==> src/rtl/accum_frame_ctrl.sv <==
// -----------------------------------------------------------------------------
// accum_frame_ctrl
//
// Frame controller for an external accumulator. A frame of iLen samples is
// started with iStart, the accumulator is cleared for one cycle, the samples
// are streamed into it through oAccCe/oAccIn, and after one extra cycle of
// accumulator latency the sum is captured and presented on oSum/oSumValid
// until the consumer takes it with iSumReady.
//
// Ports
//   iClk, iRstN            clock, synchronous active-low reset
//   iStart, iLen           frame start request and frame length
//   iAbort                 cancel a frame in CLR/ACC/WAIT
//   iValid, iData, oReady  sample input handshake
//   oAccCe, oAccClr,
//   oAccIn, iAccSum        external accumulator interface (1-cycle latency)
//   oSum, oSumValid,
//   iSumReady              frame result handshake
//   oBusy, oCount          status: not idle / samples accepted this frame
// -----------------------------------------------------------------------------
module accum_frame_ctrl #(
  parameter int DW = 12,
  parameter int SW = 32,
  parameter int LW = 16
) (
  input  logic          iClk,
  input  logic          iRstN,
  input  logic          iStart,
  input  logic [LW-1:0] iLen,
  input  logic          iAbort,
  input  logic          iValid,
  input  logic [DW-1:0] iData,
  output logic          oReady,
  output logic          oAccCe,
  output logic          oAccClr,
  output logic [DW-1:0] oAccIn,
  input  logic [SW-1:0] iAccSum,
  output logic [SW-1:0] oSum,
  output logic          oSumValid,
  input  logic          iSumReady,
  output logic          oBusy,
  output logic [LW-1:0] oCount
);

  typedef enum logic [2:0] {
    S_IDLE = 3'd0,
    S_CLR  = 3'd1,
    S_ACC  = 3'd2,
    S_WAIT = 3'd3,
    S_OUT  = 3'd4
  } state_e;

  state_e        state_q, state_d;
  logic [LW-1:0] len_q, len_d;
  logic [LW-1:0] count_q, count_d;
  logic [SW-1:0] sum_q, sum_d;
  logic          sum_valid_q, sum_valid_d;
  logic          ready_s;
  logic          clr_s;
  logic [LW-1:0] count_inc_s;

  assign count_inc_s = count_q + {{(LW-1){1'b0}}, 1'b1};

  // Next-state and frame bookkeeping
  always_comb begin
    state_d     = state_q;
    len_d       = len_q;
    count_d     = count_q;
    sum_d       = sum_q;
    sum_valid_d = sum_valid_q;
    ready_s     = 1'b0;
    clr_s       = 1'b0;

    case (state_q)
      S_IDLE: begin
        if (iStart) begin
          len_d   = iLen;
          count_d = {LW{1'b0}};
          state_d = S_CLR;
        end else begin
          state_d = S_IDLE;
        end
      end

      S_CLR: begin
        clr_s = 1'b1;
        if (iAbort) begin
          count_d = {LW{1'b0}};
          state_d = S_IDLE;
        end else if (len_q != {LW{1'b0}}) begin
          state_d = S_ACC;
        end else begin
          state_d = S_WAIT;
        end
      end

      S_ACC: begin
        if (iAbort) begin
          // Abort wins over a concurrent sample: ready is dropped so no
          // accumulate happens, and the accumulator is cleared instead.
          clr_s   = 1'b1;
          count_d = {LW{1'b0}};
          state_d = S_IDLE;
        end else begin
          ready_s = 1'b1;
          if (iValid) begin
            count_d = count_inc_s;
            if (count_inc_s == len_q) begin
              state_d = S_WAIT;
            end else begin
              state_d = S_ACC;
            end
          end else begin
            state_d = S_ACC;
          end
        end
      end

      S_WAIT: begin
        if (iAbort) begin
          clr_s   = 1'b1;
          count_d = {LW{1'b0}};
          state_d = S_IDLE;
        end else begin
          // Last accumulate was issued one cycle ago, so iAccSum is final now.
          sum_d       = iAccSum;
          sum_valid_d = 1'b1;
          state_d     = S_OUT;
        end
      end

      S_OUT: begin
        if (iSumReady) begin
          sum_valid_d = 1'b0;
          if (iStart) begin
            len_d   = iLen;
            count_d = {LW{1'b0}};
            state_d = S_CLR;
          end else begin
            state_d = S_IDLE;
          end
        end else begin
          state_d = S_OUT;
        end
      end

      default: begin
        state_d     = S_IDLE;
        count_d     = {LW{1'b0}};
        sum_valid_d = 1'b0;
      end
    endcase
  end

  // State and result registers with synchronous reset
  always_ff @(posedge iClk) begin
    if (!iRstN) begin
      state_q     <= S_IDLE;
      len_q       <= {LW{1'b0}};
      count_q     <= {LW{1'b0}};
      sum_q       <= {SW{1'b0}};
      sum_valid_q <= 1'b0;
    end else begin
      state_q     <= state_d;
      len_q       <= len_d;
      count_q     <= count_d;
      sum_q       <= sum_d;
      sum_valid_q <= sum_valid_d;
    end
  end

  // Reset forces the accumulator cleared and idle regardless of state.
  assign oReady    = ready_s & iRstN;
  assign oAccCe    = iValid & oReady;
  assign oAccClr   = clr_s | ~iRstN;
  assign oAccIn    = iData;
  assign oSum      = sum_q;
  assign oSumValid = sum_valid_q;
  assign oBusy     = (state_q != S_IDLE);
  assign oCount    = count_q;

endmodule

==> config.mk <==
export PLATFORM = sky130hd
export DESIGN_NAME = accum_frame_ctrl
export DESIGN_NICKNAME = d
export VERILOG_FILES = /design/src/rtl/accum_frame_ctrl.sv
export SDC_FILE = /design/constraint.sdc
export NUM_CORES = 1
export LEC_CHECK = 0
export BUFFER_PORTS_ARGS = -buffer_cell sky130_fd_sc_hd__buf_2
export CAP_MARGIN = 40
export CORE_ASPECT_RATIO = 0.5
export CORE_MARGIN = 1.5
export CORE_UTILIZATION = 35
export CTS_BUF_LIST = sky130_fd_sc_hd__clkbuf_4
export DETAILED_ROUTE_END_ITERATION = 10
export SETUP_SLACK_MARGIN = 0.2
export SYNTH_ARGS = -nofsm -noshare
export SYNTH_HDL_FRONTEND = slang
export SYNTH_SLANG_ARGS = --single-unit
==> constraint.sdc <==
create_clock -name iClk -period 3.1 [get_ports iClk]
set_input_delay 0.62 -clock iClk [delete_from_list [all_inputs] [get_ports iClk]]
set_output_delay 0.62 -clock iClk [all_outputs]
set_load 0.05 [all_outputs]
==> metrics.yaml <==
status: "complete, no violations"
area_growth_pct: 17.5
ys_ff_latch: 68
met3_usage: 0.0521
cts_num_sinks: 68
first_global_vias: 2940
r2r_end: "state_q[0]$_SDFF_PN0_"
cts_tree: "yes"
hp-start: "iAccSum[6]"
crit_fanout: 10
irDropWorstVdd_mv: 0.157
slew_headroom: 0.483
reg2regPathDepth: 7
dr.pass1.iters: 4
drv_slew: 0
final_area_sq_mm: 0.00390
finalPower_mw: 1.57
postPlaceCellArea_sq_mm: 0.00379
wl_per_cell_microns: 13.7
grt_max_degree: 67
grt_pass1_wl_microns: 14300
yosys.cell_types.count: 49
skew_ns: 0.00712
hold_class: "in -> reg"
synthesis.area_sq_mm: 0.00332
use_met1: 0.226
core_area_sq_mm: 0.00895
rrSetupSlack_ns: 0.83
drt_iter0_markers: 171
syn_inst: 433
synthArstFlopShare: 0
cts_resized: 0
clk_pin_slew_worst_paths_ns: 0.12
tightestPinTransition_ns: 0.774
cts_buffers: 9
io_pins: 131
rsz0062_at_grt: "false"
gr-total-overflow: 0
syn_area_per_cell_sq_um: 7.66
ys_warn_count: 0
layout_setup_ws_ns: 0.615
io_buffers: 106
grt_usage: 0.177
synthFlopType: "dfxtp_1"
drive_above_1_share: 0.277
report.final.setup_viol: 0
place_ws_ns: 0.778
die_h_microns: 71.8
drt-vias-per-instance: 4.97
via_count: 3158
synth_edf_count: 0
gp_congestion: 0.791
die_w_microns: 141
htree_levels: 3
use_met2: 0.287
clk-insertion-delay-late_ns: 0.43
antenna_found_initial: 0
initial_core_util: 0.371
synth-seq-area-share: 0.410
final_nets: 582
layout.cells.non_filler: 636
fp-row-count: 24
finalSetupTns_ns: 0
hold_depth: 3
insertedDiodeCount: 0
crit_path_end_kind: "output pin"
synth_fp_nets: 500
place_hpwl_microns: 5940
drv_cap: 0
top_usage_layer: "met2"
max_freq_ghz: 0.402
period_share: 0.802
reg2reg_from: "oCount[0]$_SDFFE_PN0P_"
cts_root_buf: "clkbuf_4"
hold_viol_final: 0
fin_crit_ns: 2.49
cts_setup_buffers: 0
power_density_mw_per_mm2: 403
holdPathEnd: "oSum[6]$_SDFFE_PN0P_"
crit_required_ns: 2.48
ctsHoldBuffers: 0
start_kind: "register"
nFillCells: 962
die_area_sq_mm: 0.0101
worstSetupPathType: "reg -> out"
drc: 0
ctsLongestPathBuffers: 2
worstPathArrival_ns: 1.87
ant_nets: 0
wl_microns: 8710
dp.cells: 621
p_leak_nw: 1.62
## cell families (layout without fill, tap and decap cells)
kind of cell / count (synthesis) / in the layout / share of synthesized area
AO/OA/AOI/OAI: 106 / 106 / 0.174
XOR/XNOR: 21 / 21 / 0.0554
AND/OR/NAND/NOR: 191 / 191 / 0.276
multiplexers: 1 / 1 / 0.00302
adder cells (fa/ha/maj): 1 / 1 / 0.00377
flip-flops: 68 / 68 / 0.410
buffers and inverters: 45 / 131 / 0.0770
## power by group
part	internal [mW]	switching [mW]
sequential	0.890	0.0214
clock	0.165	0.327
combinational	0.0660	0.0993
## per-stage QoR
stage / hold slack [ns] / utilization
4_1_cts: 0.373 / 0.435
3_5_place_dp: 0.443 / 0.424
5_1_grt: 0.366 / 0.435
6_report: 0.407 / 0.435
2_1_floorplan: 0.449 / -
3_3_place_gp: 0.441 / 0.424
## worst max-delay path by stage
stage / start / to / slack (ns) / depth (start not counted)
floorplan: iAbort / oReady / 0.60 / 4
detailed placement: iAbort / oReady / 0.78 / 6
global placement: iAbort / oReady / 0.79 / 6
CTS: state_q[1]$_SDFF_PN0_ / oAccCe / 0.58 / 3
finish: state_q[1]$_SDFF_PN0_ / oAccCe / 0.61 / 3
global route: state_q[1]$_SDFF_PN0_ / oAccCe / 0.48 / 3
## synthesized netlist by cell type (2+ instances only)
library cell  number  area [sq um]
nor3_1             5          25.0
a21oi_1           71           355
clkbuf_8           3          41.3
and4_2             2          20.0
nor4_2             2          25.0
and3_1             3          18.8
inv_1              6          22.5
nand2b_1           2          12.5
nand3_1            8          40.0
nand4_2            2          25.0
nor4_1             4          25.0
xnor2_1           10          87.6
a31oi_1            5          31.3
dfxtp_1           68          1360
nand4_1            7          43.8
o21ai_0           21           105
or3_1              4          25.0
xor2_1            11          96.3
buf_4             12          90.1
nand3b_1           2          15.0
nand2_1          109           409
or4_1              2          15.0
nor2_1            27           101
clkbuf_1          22          82.6
## worst max-delay path, stage by stage, from the launching register on
cell	delay, ns
dfxtp_1	0.54
nor4b_4	0.39
and3_4	0.25
buf_2	0.26
## routing by layer
layer | routed length (microns) | vias to the layer above
met1 | 4200 | 1463
met4 | 87 | 0
li1 | - | 1628
met3 | 411 | 8
met5 | 0 | -
met2 | 4010 | 59
## cell usage in the layout (no fill, tap or decap), drive strengths merged, types with 2 or more instances in the layout
cell      count
a21oi        71
nor2         28
clkbuf       10
nand2b        2
o21ai        21
a31oi         5
nand3b        2
and4          2
or3b          2
and3          5
or3           4
or4           2
dfxtp        68
inv           6
and2          2
xor2         11
nor3          5
nand2       109
nor4          6
buf         110
xnor2        10
clkinv        3
clkinvlp      2
nand3         9
nand4         9
## flip-flops by register name, summed over array words and instances (netlist names)
name       count
state_q        3
oCount        16
len_q         16
oSum          32
oSumValid      1
## final cells by class
type | count | area (sq um) | area share
repair buffers | 110 | 561 | 0.144
flip-flops and latches | 68 | 1360 | 0.349
multi-input cells | 320 | 1700 | 0.436
inverters | 6 | 22.5 | 0.00578
clock buffers | 10 | 75.1 | 0.0193
clock inverters | 5 | 30.0 | 0.00771
well taps | 117 | 146 | 0.0376
No activity file was read; power rests on OpenSTA's default activity.
